==> src/rtl/shift_pkg.sv <==
// Shared types and constants for the execute-stage shift arbiter.
package shift_pkg;

    localparam int SH_W = 32;

    typedef enum logic [2:0] {
        LSL = 3'd0,
        LSR = 3'd1,
        ASR = 3'd2,
        ROR = 3'd3,
        RRX = 3'd4
    } shift_op_t;

    typedef struct packed {
        logic            id;
        logic [SH_W-1:0] data;
        logic            cout;
        logic            err;
    } shift_rsp_t;

endpackage

==> src/rtl/rot_right.sv <==
// Combinational 32-bit rotate-right by a 5-bit amount.
module rot_right (
    input  logic [31:0] data,
    input  logic [4:0]  amt,
    output logic [31:0] result
);

    logic [63:0] dbl_s;

    // Rotating the doubled word right leaves the rotated value in the low half.
    always_comb begin
        dbl_s  = {data, data} >> amt;
        result = dbl_s[31:0];
    end

endmodule

==> src/rtl/shift_arbiter.sv <==
// Round-robin arbiter sharing one barrel rotator between the operand-2 path
// (requester 0) and the load/store offset path (requester 1). ARM shift
// semantics are built from the rotation with masks, sign fill and carry select.
module shift_arbiter
    import shift_pkg::*;
#(
    parameter int DW = 32,
    parameter int AW = 8
) (
    input  logic          clk,
    input  logic          rst,
    input  logic [1:0]    req_valid,
    output logic [1:0]    req_ready,
    input  logic [2:0]    req_op0,
    input  logic [2:0]    req_op1,
    input  logic [AW-1:0] req_amt0,
    input  logic [AW-1:0] req_amt1,
    input  logic [DW-1:0] req_data0,
    input  logic [DW-1:0] req_data1,
    input  logic          req_cin0,
    input  logic          req_cin1,
    output logic          rsp_valid,
    input  logic          rsp_ready,
    output logic          rsp_id,
    output logic [DW-1:0] rsp_data,
    output logic          rsp_cout,
    output logic          rsp_err
);

    logic          last_grant_r;
    logic          rsp_valid_r;
    shift_rsp_t    rsp_r;

    logic [1:0]    grant_s;
    logic          can_accept_s;
    logic          accept_s;
    logic          sel_s;

    logic [2:0]    op_s;
    logic [AW-1:0] amt_s;
    logic [DW-1:0] d_s;
    logic          c_s;

    logic [4:0]    lo_s;
    logic [4:0]    rot_amt_s;
    logic [DW-1:0] rot_s;
    logic [DW-1:0] lmask_s;
    logic [DW-1:0] rmask_s;
    logic [DW-1:0] fill_s;
    logic          amt_zero_s;
    logic          amt_lt32_s;
    logic          amt_eq32_s;
    shift_rsp_t    next_s;

    // Grant: single requester wins outright; on conflict the one not served last wins.
    always_comb begin
        grant_s = 2'b00;
        if (req_valid == 2'b11) begin
            if (last_grant_r) begin
                grant_s = 2'b01;
            end else begin
                grant_s = 2'b10;
            end
        end else begin
            grant_s = req_valid;
        end
    end

    // Accept only when the response slot is free or draining this cycle, never in reset.
    always_comb begin
        can_accept_s = !rsp_valid_r || rsp_ready;
        if (rst || !can_accept_s) begin
            req_ready = 2'b00;
        end else begin
            req_ready = grant_s;
        end
        accept_s = |(req_valid & req_ready);
        sel_s    = grant_s[1];
    end

    // Operand mux in front of the shared rotator.
    always_comb begin
        if (sel_s) begin
            op_s  = req_op1;
            amt_s = req_amt1;
            d_s   = req_data1;
            c_s   = req_cin1;
        end else begin
            op_s  = req_op0;
            amt_s = req_amt0;
            d_s   = req_data0;
            c_s   = req_cin0;
        end
    end

    // Left shifts rotate right by (32-n) mod 32; everything else rotates by n mod 32.
    always_comb begin
        lo_s       = amt_s[4:0];
        amt_zero_s = (amt_s == {AW{1'b0}});
        amt_lt32_s = (amt_s < AW'(32));
        amt_eq32_s = (amt_s == AW'(32));
        if (op_s == 3'(LSL)) begin
            rot_amt_s = 5'd0 - lo_s;
        end else begin
            rot_amt_s = lo_s;
        end
        lmask_s = {DW{1'b1}} << lo_s;
        rmask_s = {DW{1'b1}} >> lo_s;
        fill_s  = {DW{d_s[DW-1]}};
    end

    rot_right u_rot (
        .data   (d_s),
        .amt    (rot_amt_s),
        .result (rot_s)
    );

    // Result and carry-out selection for each opcode and amount range.
    always_comb begin
        next_s = '{id: sel_s, data: {SH_W{1'b0}}, cout: c_s, err: 1'b0};
        case (op_s)
            LSL: begin
                if (amt_zero_s) begin
                    next_s.data = d_s;
                    next_s.cout = c_s;
                end else if (amt_lt32_s) begin
                    next_s.data = rot_s & lmask_s;
                    next_s.cout = d_s[rot_amt_s];
                end else if (amt_eq32_s) begin
                    next_s.data = {SH_W{1'b0}};
                    next_s.cout = d_s[0];
                end else begin
                    next_s.data = {SH_W{1'b0}};
                    next_s.cout = 1'b0;
                end
            end
            LSR: begin
                if (amt_zero_s) begin
                    next_s.data = d_s;
                    next_s.cout = c_s;
                end else if (amt_lt32_s) begin
                    next_s.data = rot_s & rmask_s;
                    next_s.cout = d_s[lo_s - 5'd1];
                end else if (amt_eq32_s) begin
                    next_s.data = {SH_W{1'b0}};
                    next_s.cout = d_s[DW-1];
                end else begin
                    next_s.data = {SH_W{1'b0}};
                    next_s.cout = 1'b0;
                end
            end
            ASR: begin
                if (amt_zero_s) begin
                    next_s.data = d_s;
                    next_s.cout = c_s;
                end else if (amt_lt32_s) begin
                    next_s.data = (rot_s & rmask_s) | (fill_s & ~rmask_s);
                    next_s.cout = d_s[lo_s - 5'd1];
                end else begin
                    next_s.data = fill_s;
                    next_s.cout = d_s[DW-1];
                end
            end
            ROR: begin
                if (amt_zero_s) begin
                    next_s.data = d_s;
                    next_s.cout = c_s;
                end else begin
                    // A multiple of 32 leaves rot_s == d_s, so bit 31 is d[31] as required.
                    next_s.data = rot_s;
                    next_s.cout = rot_s[DW-1];
                end
            end
            RRX: begin
                next_s.data = {c_s, d_s[DW-1:1]};
                next_s.cout = d_s[0];
            end
            default: begin
                next_s.data = {SH_W{1'b0}};
                next_s.cout = c_s;
                next_s.err  = 1'b1;
            end
        endcase
    end

    // Response register and round-robin pointer; both move only on an accepted request.
    always_ff @(posedge clk) begin
        if (rst) begin
            rsp_valid_r  <= 1'b0;
            rsp_r        <= '{id: 1'b0, data: {SH_W{1'b0}}, cout: 1'b0, err: 1'b0};
            last_grant_r <= 1'b1;
        end else if (accept_s) begin
            rsp_valid_r  <= 1'b1;
            rsp_r        <= next_s;
            last_grant_r <= sel_s;
        end else if (rsp_ready) begin
            rsp_valid_r  <= 1'b0;
        end else begin
            rsp_valid_r  <= rsp_valid_r;
        end
    end

    assign rsp_valid = rsp_valid_r;
    assign rsp_id    = rsp_r.id;
    assign rsp_data  = rsp_r.data;
    assign rsp_cout  = rsp_r.cout;
    assign rsp_err   = rsp_r.err;

endmodule

==> config.mk <==
export PLATFORM = sky130hd
export DESIGN_NAME = shift_arbiter
export DESIGN_NICKNAME = d
export VERILOG_FILES = /design/src/rtl/shift_pkg.sv /design/src/rtl/rot_right.sv /design/src/rtl/shift_arbiter.sv
export SDC_FILE = /design/constraint.sdc
export NUM_CORES = 1
export LEC_CHECK = 0
export CAP_MARGIN = 30
export CORE_UTILIZATION = 50
export CTS_BUF_LIST = sky130_fd_sc_hd__clkbuf_8
export DETAILED_ROUTE_END_ITERATION = 7
export PLACE_DENSITY_LB_ADDON = 0.3
export SLEW_MARGIN = 30
export SYNTH_ARGS = -nofsm -noshare
export SYNTH_HDL_FRONTEND = slang
export SYNTH_HIERARCHICAL = 1
export SYNTH_SLANG_ARGS = --single-unit
==> constraint.sdc <==
create_clock -name clk -period 5.6 [get_ports clk]
set_clock_uncertainty 0.05 [all_clocks]
set_input_delay 0.84 -clock clk [delete_from_list [all_inputs] [get_ports clk]]
set_output_delay 0.84 -clock clk [all_outputs]
set_load 0.05 [all_outputs]
==> results <==
sequential cells by signal, indices dropped and copies added (netlist names):
name / cells
rsp_cout: 1
last_grant_r: 1
rsp_data: 32
rsp_err: 1
rsp_valid: 1
rsp_id: 1
path summary, 6_finish.rpt:
| check | endpoint | slack (ns) | cells past startpoint |
|---|---|---|---|
| worst min-delay path | rsp_data[18]$_SDFFE_PP0P_ | 0.39 | 2 |
| worst max register to register | rsp_data[15]$_SDFFE_PP0P_ | 1.20 | 15 |
| worst max-delay path | rsp_data[15]$_SDFFE_PP0P_ | 0.45 | 16 |
| worst min register to register | rsp_data[18]$_SDFFE_PP0P_ | 0.39 | 2 |
kinds of logic after synthesis:
group                      Yosys count  synth area share, %
AOI/OAI and AO/OA                  262                 24.4
and+or+nand+nor                    190                 12.9
adders and majority gates            6                 1.01
buffers and inverters              106                 8.09
DFF                                 37                 10.7
xor gates and xnor gates             5                0.632
muxes                              193                 42.3
worst max-delay path, cell delays in order:
cell	delay, ns
clkdlybuf4s50_1	0.53
a21boi_4	0.37
buf_4	0.25
mux2i_4	0.30
nor2_1	0.09
xnor2_1	0.16
inv_1	0.12
buf_12	0.22
mux4_2	0.59
mux4_2	0.55
mux2_2	0.34
maj3_1	0.36
a221oi_1	0.26
o31ai_1	0.10
o211ai_1	0.11
a21oi_1	0.08
layer usage:
metal / part of all wire [%] / global-route usage, % / vias to the layer above
met3: 13 / 8.84 / 113
met5: 0 / 0 / -
met1: 37 / 52.0 / 3633
li1: - / - / 3380
met4: 5.4 / 20.2 / 0
met2: 45 / 64.3 / 674
synth_stat cells, types with 4 or more instances:
cell type  number
mux4_2         71
a21oi_1        70
mux2i_1        70
nand2_1        70
o21ai_0        52
mux2_2         45
nor2_1         43
dfxtp_1        37
inv_1          34
buf_2          28
nor3_1         23
clkbuf_1       21
a211oi_1       17
o22ai_1        17
nor2b_1        16
o21ai_1        13
a31oi_1        11
nand3_1        11
a22oi_1        10
o211ai_1       10
a32oi_1         8
buf_4           6
buf_6           6
o32ai_1         6
and3_1          5
o21a_1          5
a22o_1          4
a311oi_1        4
buf_1           4
ha_1            4
nand4_1         4
o221ai_1        4
cell type report:
| class | count | area (sq um) |
|---|---|---|
| Antenna cell | 1 | 2.50 |
| Clock buffer | 6 | 82.6 |
| Clock inverter | 2 | 37.5 |
| Fill cell | 1198 | 4800 |
| Inverter | 37 | 139 |
| Multi-Input combinational cell | 656 | 5650 |
| Sequential cell | 37 | 741 |
| Tap cell | 176 | 220 |
| Timing Repair Buffer | 180 | 1730 |
report_power, final:
part / switching [W] / internal, W
sequential: 0.00000775 / 0.000276
combinational: 0.000695 / 0.000559
clock: 0.000105 / 0.000145
per-stage QoR:
| stage | setup WS, ns | total power, W | hold slack (ns) | std cells |
|---|---|---|---|---|
| final | 0.450 | 0.00179 | 0.392 | 1095 |
| after global placement | 0.282 | 0.00149 | 0.383 | 1086 |
| after floorplan | 0.257 | 0.00111 | 0.487 | 799 |
| after global routing | 0.245 | 0.00184 | 0.419 | 1094 |
| after CTS | 0.515 | 0.00174 | 0.396 | 1094 |
| after detailed placement | 0.203 | 0.00149 | 0.385 | 1086 |
==> impl_metrics.yaml <==
status:
  status: "finished clean"
worst_setup_path:
  crit_start: "req_valid[1]"
  worst_ep_required_time_ns: 5.73
  startpoint_type: "primary input"
  critPathCaptureType: "flop"
  cp_max_fo: 34
  r2r-start: "last_grant_r$_SDFFE_PP1P_"
  critPathKind: "primary input to flop"
  worstPathArrival_ns: 5.28
floorplan:
  fp.dieH_um: 120
  die-area_sq_um: 14300
  row_count: 42
  core_area_sq_um: 13400
  io_pins: 131
  start_util_pct: 51.7
  die_x_um: 120
sta:
  maxSlewHeadroom_pct: 39.5
  finalHoldViolations: 0
  max_freq_ghz: 0.194
  worst_pin_slew_ns: 0.905
  setup_viol: 0
  report.final.slew_viol_count: 0
  setup-tns-final_ns: 0
  rsz0062_at_grt: "false"
  post-route-period-util_pct: 92.0
  min_period_ns: 5.15
layout:
  final_common_cell: "clkdlybuf4s50_1"
  drive_gt1_share_pct: 21.4
  layout_common_cells: "clkdlybuf4s50_1 (130), mux4_2 (71), mux2i_1 (70), nand2_1 (70), a21oi_1 (70)"
  final_area_sq_um: 8600
  nNetsFinal: 1014
  syn2layout_area_growth_pct: 24.2
  post-route-util_pct: 64.2
drt:
  wl_per_cell_um: 26.3
  via_count: 7800
  antenna_left: 0
  vias_per_cell: 7.12
  drt_first_pass_iters: 8
  routed_wl_mm: 28.8
  first_iter_violations: 1091
  drcViolationCount: 0
global_route:
  grt_pass1_wl_mm: 43.8
  grt_pass1_vias: 7440
  antenna_found_initial: 0
  grt.total_usage_pct: 40.6
  grt_max_degree: 62
  grt_overflow: 0
clock_tree:
  cts_resized: 0
  cts_root_buffer: "clkbuf_8"
  cts_made_buffers: 5
  cts_tree: "built"
  insertion_delay_ns: 0.31
  htree_levels: 2
  clock_path_buffers: 2
  clk_pin_slew_ns: 0.08
  cts.sinks: 37
  hold_buffers: 0
  cts_setup_buffers: 0
synth:
  syn_inst: 799
  synth.area.top_cells: "mux4_2 (23%), dfxtp_1 (11%), mux2i_1 (10%)"
  yosys.area.top_type: "mux4_2"
  synth_edf_count: 0
  async_flop_share_pct: 0
  yosysWarningCount: 6
  synth_nets: 896
  syn_area_sq_um: 6930
  avgSynthCellArea_sq_um: 8.67
  ys.flop_type: "dfxtp_1"
  ys_types: 72
  synth.top_cell.area_share_pct: 23.1
  seq_area_frac_synth_pct: 10.7
  synth-seq-cells: 37
min_path:
  hold_start: "rsp_data[18]$_SDFFE_PP0P_"
  hold_path.class: "flop to flop"
placed_design:
  dp_hpwl_mm: 22.8
  portBuffers: 130
  dpl_cell_area_sq_um: 8480
  routabilityCongestion: 1.08
power_and_ir_drop:
  powerDensity_nw_per_um2: 208
  leakage_nw: 3.07
  peakVddDrop_uv: 84.2
job:
  drv_cap: 0
Note: power is estimated with default switching activity, not from simulation.
